## src/rtl/k2_loader_pkg.sv

```systemverilog
// Shared types and constants for the K2 program loader.
// Defines the loader FSM state encoding, the core address width and the instruction width.
package k2_loader_pkg;

    typedef enum logic [1:0] {
        IDLE = 2'd0,
        LOAD = 2'd1,
        RUN  = 2'd2,
        DONE = 2'd3
    } loader_state_t;

    localparam int CORE_AW = 4;
    localparam int INSTR_W = 8;

endpackage

```

## src/rtl/K2_processor.sv

```systemverilog
// K2 core: 4-bit program counter plus an accumulator exposed as Ro; one instruction per clock.
// Latency: Ro and ProgramAddress update on the edge that ends the instruction cycle.
// No backpressure; the synchronous active-low rst_n clears PC and Ro.
module K2_processor #(
    parameter int bits = 8
) (
    input  logic            clk,
    input  logic            rst_n,
    input  logic [7:0]      Instruction,
    output logic [3:0]      ProgramAddress,
    output logic [bits-1:0] Ro
);

    logic [3:0]      pc;
    logic [bits-1:0] acc;
    logic [bits-1:0] imm;

    // opcode[7:6]: 00 add imm6, 01 xor imm6, 10 load imm6, 11 jump to [3:0]
    assign imm = bits'(Instruction[5:0]);

    always_ff @(posedge clk) begin
        if (!rst_n) begin
            pc  <= '0;
            acc <= '0;
        end else begin
            unique case (Instruction[7:6])
                2'b00: begin acc <= acc + imm; pc <= pc + 4'd1; end
                2'b01: begin acc <= acc ^ imm; pc <= pc + 4'd1; end
                2'b10: begin acc <= imm;       pc <= pc + 4'd1; end
                default: pc <= Instruction[3:0];
            endcase
        end
    end

    assign ProgramAddress = pc;
    assign Ro             = acc;

endmodule

```

## src/rtl/k2_prog_ram.sv

```systemverilog
// Paged instruction RAM: synchronous write, asynchronous read; K2_LOADER_READBACK_EN adds a debug read port.
// Latency: a write lands at the clock edge, reads are combinational.
// No backpressure; the write is accepted whenever we is high.
module k2_prog_ram
    import k2_loader_pkg::*;
#(
    parameter int ADDR_W = 6
) (
    input  logic               clk,
    input  logic               we,
    input  logic [ADDR_W-1:0]  waddr,
    input  logic [INSTR_W-1:0] wdata,
    input  logic [ADDR_W-1:0]  raddr,
    output logic [INSTR_W-1:0] rdata
`ifdef K2_LOADER_READBACK_EN
    ,
    input  logic [ADDR_W-1:0]  dbg_addr,
    output logic [INSTR_W-1:0] dbg_data
`endif
);

    logic [INSTR_W-1:0] mem [1<<ADDR_W];

    // Contents deliberately survive reset so a program outlives a core restart.
    always_ff @(posedge clk) begin
        if (we) begin
            mem[waddr] <= wdata;
        end
    end

    assign rdata = mem[raddr];

`ifdef K2_LOADER_READBACK_EN
    assign dbg_data = mem[dbg_addr];
`endif

endmodule

```

## src/rtl/k2_program_loader_exec.sv

```systemverilog
// K2 execution harness: byte-stream loads a paged instruction RAM, then runs the core for N cycles (K2_LOADER_READBACK_EN adds RAM readback).
// Latency: done rises N+1 cycles after run_start; Ro lags the core by one cycle.
// Backpressure: load_ready is high only in LOAD; starts are ignored while busy.
module k2_program_loader_exec
    import k2_loader_pkg::*;
#(
    parameter int bits   = 8,
    parameter int ADDR_W = 6,
    parameter int CYC_W  = 16
) (
    input  logic               clk,
    input  logic               rst,
    input  logic               load_start,
    input  logic               load_valid,
    input  logic [INSTR_W-1:0] load_data,
    input  logic               load_last,
    output logic               load_ready,
    input  logic               run_start,
    input  logic [ADDR_W-5:0]  run_page,
    input  logic [CYC_W-1:0]   run_cycles,
    output logic               busy,
    output logic               done,
    output logic [bits-1:0]    Ro
`ifdef K2_LOADER_READBACK_EN
    ,
    input  logic [ADDR_W-1:0]  dbg_addr,
    output logic [INSTR_W-1:0] dbg_data
`endif
);

    localparam int PG_W = ADDR_W - 4;

    loader_state_t      state;
    logic [ADDR_W-1:0]  ptr;
    logic [PG_W-1:0]    page_q;
    logic [CYC_W-1:0]   cnt;
    logic [bits-1:0]    ro_q;
    logic [bits-1:0]    core_ro;
    logic [CORE_AW-1:0] core_pa;
    logic [ADDR_W-1:0]  instr_addr;
    logic [INSTR_W-1:0] instr;
    logic               core_rst_n;
    logic               ram_we;

    assign load_ready = (state == LOAD);
    assign busy       = (state == LOAD) || (state == RUN);
    assign done       = (state == DONE);
    assign core_rst_n = (state == RUN);
    assign ram_we     = load_ready & load_valid;
    assign instr_addr = {page_q, core_pa};
    assign Ro         = ro_q;

    always_ff @(posedge clk) begin
        if (rst) begin
            state  <= IDLE;
            ptr    <= '0;
            page_q <= '0;
            cnt    <= '0;
            ro_q   <= '0;
        end else begin
            unique case (state)
                IDLE, DONE: begin
                    // A simultaneous run request loses to the load.
                    if (load_start) begin
                        state <= LOAD;
                        ptr   <= '0;
                    end else if (run_start) begin
                        page_q <= run_page;
                        cnt    <= run_cycles;
                        state  <= (run_cycles == '0) ? DONE : RUN;
                    end
                end
                LOAD: begin
                    if (load_valid) begin
                        ptr <= ptr + 1'b1;
                        if (load_last || (&ptr)) begin
                            state <= IDLE;
                        end
                    end
                end
                RUN: begin
                    ro_q <= core_ro;
                    cnt  <= cnt - 1'b1;
                    if (cnt == CYC_W'(1)) begin
                        state <= DONE;
                    end
                end
                default: state <= IDLE;
            endcase
        end
    end

    k2_prog_ram #(
        .ADDR_W (ADDR_W)
    ) u_ram (
        .clk      (clk),
        .we       (ram_we),
        .waddr    (ptr),
        .wdata    (load_data),
        .raddr    (instr_addr),
        .rdata    (instr)
`ifdef K2_LOADER_READBACK_EN
        ,
        .dbg_addr (dbg_addr),
        .dbg_data (dbg_data)
`endif
    );

    K2_processor #(
        .bits (bits)
    ) u_core (
        .clk            (clk),
        .rst_n          (core_rst_n),
        .Instruction    (instr),
        .ProgramAddress (core_pa),
        .Ro             (core_ro)
    );

endmodule

```

## config.mk

```make
export PLATFORM = sky130hd
export DESIGN_NAME = k2_program_loader_exec
export DESIGN_NICKNAME = d
export VERILOG_FILES = /design/src/rtl/k2_loader_pkg.sv /design/src/rtl/K2_processor.sv /design/src/rtl/k2_prog_ram.sv /design/src/rtl/k2_program_loader_exec.sv
export SDC_FILE = /design/constraint.sdc
export NUM_CORES = 1
export LEC_CHECK = 0
export BUFFER_PORTS_ARGS = -buffer_cell sky130_fd_sc_hd__buf_2
export CAP_MARGIN = 20
export CELL_PAD_IN_SITES_DETAIL_PLACEMENT = 1
export CELL_PAD_IN_SITES_GLOBAL_PLACEMENT = 2
export CORE_UTILIZATION = 52
export CTS_CLUSTER_SIZE = 24
export DETAILED_ROUTE_END_ITERATION = 16
export PLACE_DENSITY = 0.87
export SETUP_SLACK_MARGIN = 0.15
export SYNTH_ARGS = -nofsm -noshare
export SYNTH_HDL_FRONTEND = slang
export SYNTH_SLANG_ARGS = --single-unit
```

## constraint.sdc

```tcl
create_clock -name clk -period 12.3 [get_ports clk]
set_input_delay 1.845 -clock clk [delete_from_list [all_inputs] [get_ports clk]]
set_output_delay 1.845 -clock clk [all_outputs]
set_load 0.05 [all_outputs]
```

==> run summary <==
Cell Pwr Density -> 205.6 mW/mm2
Ys flop type -> edfxtp_1
Htree depth -> 2
Cell taking the most area after synthesis -> edfxtp_1
Kind of critical path -> reg2reg
Sequential share of the synthesized area -> 72.47%
Final Total Pwr -> 0.005175 W
Ant diodes -> 0
Clock Sinks -> 558
Leak -> 7.839 nW
Fin worst setup slack -> 7.113 ns
CTS resizes -> 0
Num ports -> 43
Cts hold-fix bufs -> 0
CP Capture Type -> register
Arrival time at the worst endpoint -> 5.64 ns
Initial antenna violation count -> 0
Reg clk slew, reported paths -> 0.06 ns
Placed Area -> 0.02322 mm2
Final #Nets -> 1318
CP startpoint kind -> register
Initial core utilization -> 53.13%
First-pass GRT wire length -> 80620 um
Period utilisation layout -> 42.17%
Overall Global Routing Usage -> 25.44%
Yosys top cell area share -> 68.38%
Post-synthesis area per instance -> 18.55 um2
Hold WC Path Type -> reg2reg
# DRC -> 0
Drt first pass iters -> 5
Die extent in x -> 209.9 um
Ranking of synthesized cells by area -> edfxtp_1 68%, mux4_2 14%, dfxtp_1 4.1%
Most frequent cells in the layout -> 512 x edfxtp_1, 144 x mux4_2, 112 x nor2_1
Most common cell after layout, fill and taps aside -> edfxtp_1
Worst Skew -> 0.01895 ns
RSZ-0062 raised after global routing -> false
Finished layout cell area -> 0.02517 mm2
Area Overhead vs Synth -> 11.93%
Number of synthesis warnings -> 0
Post-CTS Repair Setup Buffers -> 0
Fmax -> 192.8 MHz
Final ANT Viol Nets -> 0
Die H -> 209.9 um
Die area -> 0.04408 mm2
Post-route minimum period -> 5.187 ns
Post-synthesis cell type count -> 60
Status -> completed
Placer Congestion -> 0.8151
Via Count -> 11790
Max-cap violations -> 0
Vias per cell -> 6.242
# rows -> 75
Flops & latches, synth -> 558
Wire length per cell -> 29.06 um
Count of input and output buffers -> 42
Worst skew pair latency -> 0.62 ns
DRT Wirelength -> 54890 um
Async SR Flop Fraction -> 0%
CTS Root Buffer Type -> clkbuf_16
Syn nets -> 1261
Vias in the first global route -> 12450
Remaining Overflow, GRT -> 0
Post-DP HPWL -> 32870 um
Max IR drop VDD -> 116.8 uV
Required @ worst endpoint -> 12.75 ns
CTS Buffer Depth -> 3
Setup TNS -> 0 ns
Starting DRT DRC Count -> 1126
Pin count of the biggest net entering global routing -> 65
Critical Path Fanout Max -> 50
EDFF count, synth -> 512
Mapped Area -> 0.02249 mm2
Final Hold Viols -> 0
Mapped Cells -> 1212
Post-Place Setup Slack -> 6.874 ns
CTS tree -> built
Slew Limit Fails -> 0
Core box area -> 0.04232 mm2
Setup-failing EPs final -> 0
Slew margin rel. -> 26.10%
Num CTS Buffers -> 55
Worst slew pin tran -> 1.104 ns
Layout cells sized above 1 -> 23.32%
-- layer usage --
| layer | part of all wire [%] | up-vias | wire, um | track usage, % |
|---|---|---|---|---|
| met4 | 3.0 | 0 | 1643 | 8.935 |
| met5 | 0 | - | 0 | 0 |
| met3 | 6.1 | 99 | 3328 | 3.680 |
| li1 | - | 5028 | - | - |
| met1 | 40 | 6224 | 22080 | 34.69 |
| met2 | 51 | 440 | 27840 | 42.41 |
-- Yosys cell counts (all sizes together) (5+ instances only) --
master	count
edfxtp	512
mux4	144
nor2	112
nand2	53
dfxtp	46
clkbuf	43
a22oi	31
a21oi	30
inv	21
o21ai	21
buf	20
mux2i	17
ha	16
nor2b	11
nor3	11
nand3	10
a221oi	9
a22o	8
nor4	7
o22ai	7
a2111oi	5
a21o	5
mux2	5
nand4	5
or3	5
-- final cells by class --
class | count | area, um2
well taps | 577 | 721.9
repair buffers | 64 | 500.5
clock buffers | 65 | 1414
flip-flops and latches | 558 | 16300
clock inverters | 35 | 335.3
multi-input cells | 568 | 5809
inverters | 22 | 82.58
fillers | 3673 | 17150
-- worst paths after layout --
kind,cells after the start,from,to,slack [ns]
setup / recovery,14,u_core.ProgramAddress[2]$_SDFF_PN0_,u_core.Ro[3]$_SDFFE_PN0N_,7.11
hold / removal,2,Ro[7]$_SDFFE_PP0P_,Ro[7]$_SDFFE_PP0P_,0.46
setup reg to reg,14,u_core.ProgramAddress[2]$_SDFF_PN0_,u_core.Ro[3]$_SDFFE_PN0N_,7.11
hold reg to reg,2,Ro[7]$_SDFFE_PP0P_,Ro[7]$_SDFFE_PP0P_,0.46
-- cells by family (layout without fill, tap and decap cells) --
kind of cell	count (synthesis)	in the layout	share of synthesized area, %
XOR/XNOR	7	7	0.2727
AO/OA/AOI/OAI	138	138	4.235
adder cells (fa/ha/maj)	17	17	0.9794
buffers and inverters	86	186	1.692
AND/OR/NAND/NOR	240	240	4.919
multiplexers	166	166	15.43
flip-flops	558	558	72.47
-- power by group --
| part | total (W) | internal [W] | switching (W) | leakage, nW |
|---|---|---|---|---|
| sequential | 0.00218 | 0.00211 | 0.0000779 | 4.98 |
| combinational | 0.00134 | 0.000602 | 0.000740 | 2.02 |
| clock | 0.00165 | 0.000928 | 0.000721 | 0.847 |
-- through the flow --
stage	utilization, %	std cells	hold WS, ns
finish	59.47	1889	0.4625
global route	59.47	1889	0.4993
CTS	58.99	1879	0.4621
detailed placement	54.86	1779	0.4533
global placement	54.86	1779	0.4520
floorplan	-	1212	0.4542
-- flip-flops by register name, indices dropped and copies added, names as in the netlist --
register	cells
page_q	2
state	2
ptr	6
u_core.Ro	8
u_ram.mem	512
cnt	16
Ro	8
u_core.ProgramAddress	4
-- critical path, stage by stage (launching register included) --
cell and delay (ns):
dfxtp_4 0.87, buf_4 0.78, mux4_2 0.42, a22o_1 0.25, a221oi_1 0.24, o22ai_1 0.12
a211oi_1 0.79, inv_1 0.10, ha_1 0.33, a21o_1 0.19, a21oi_1 0.24, xnor2_1 0.13
a221oi_1 0.30, and2_1 0.17, a211oi_1 0.04
Power figures use the tool's default switching activity.
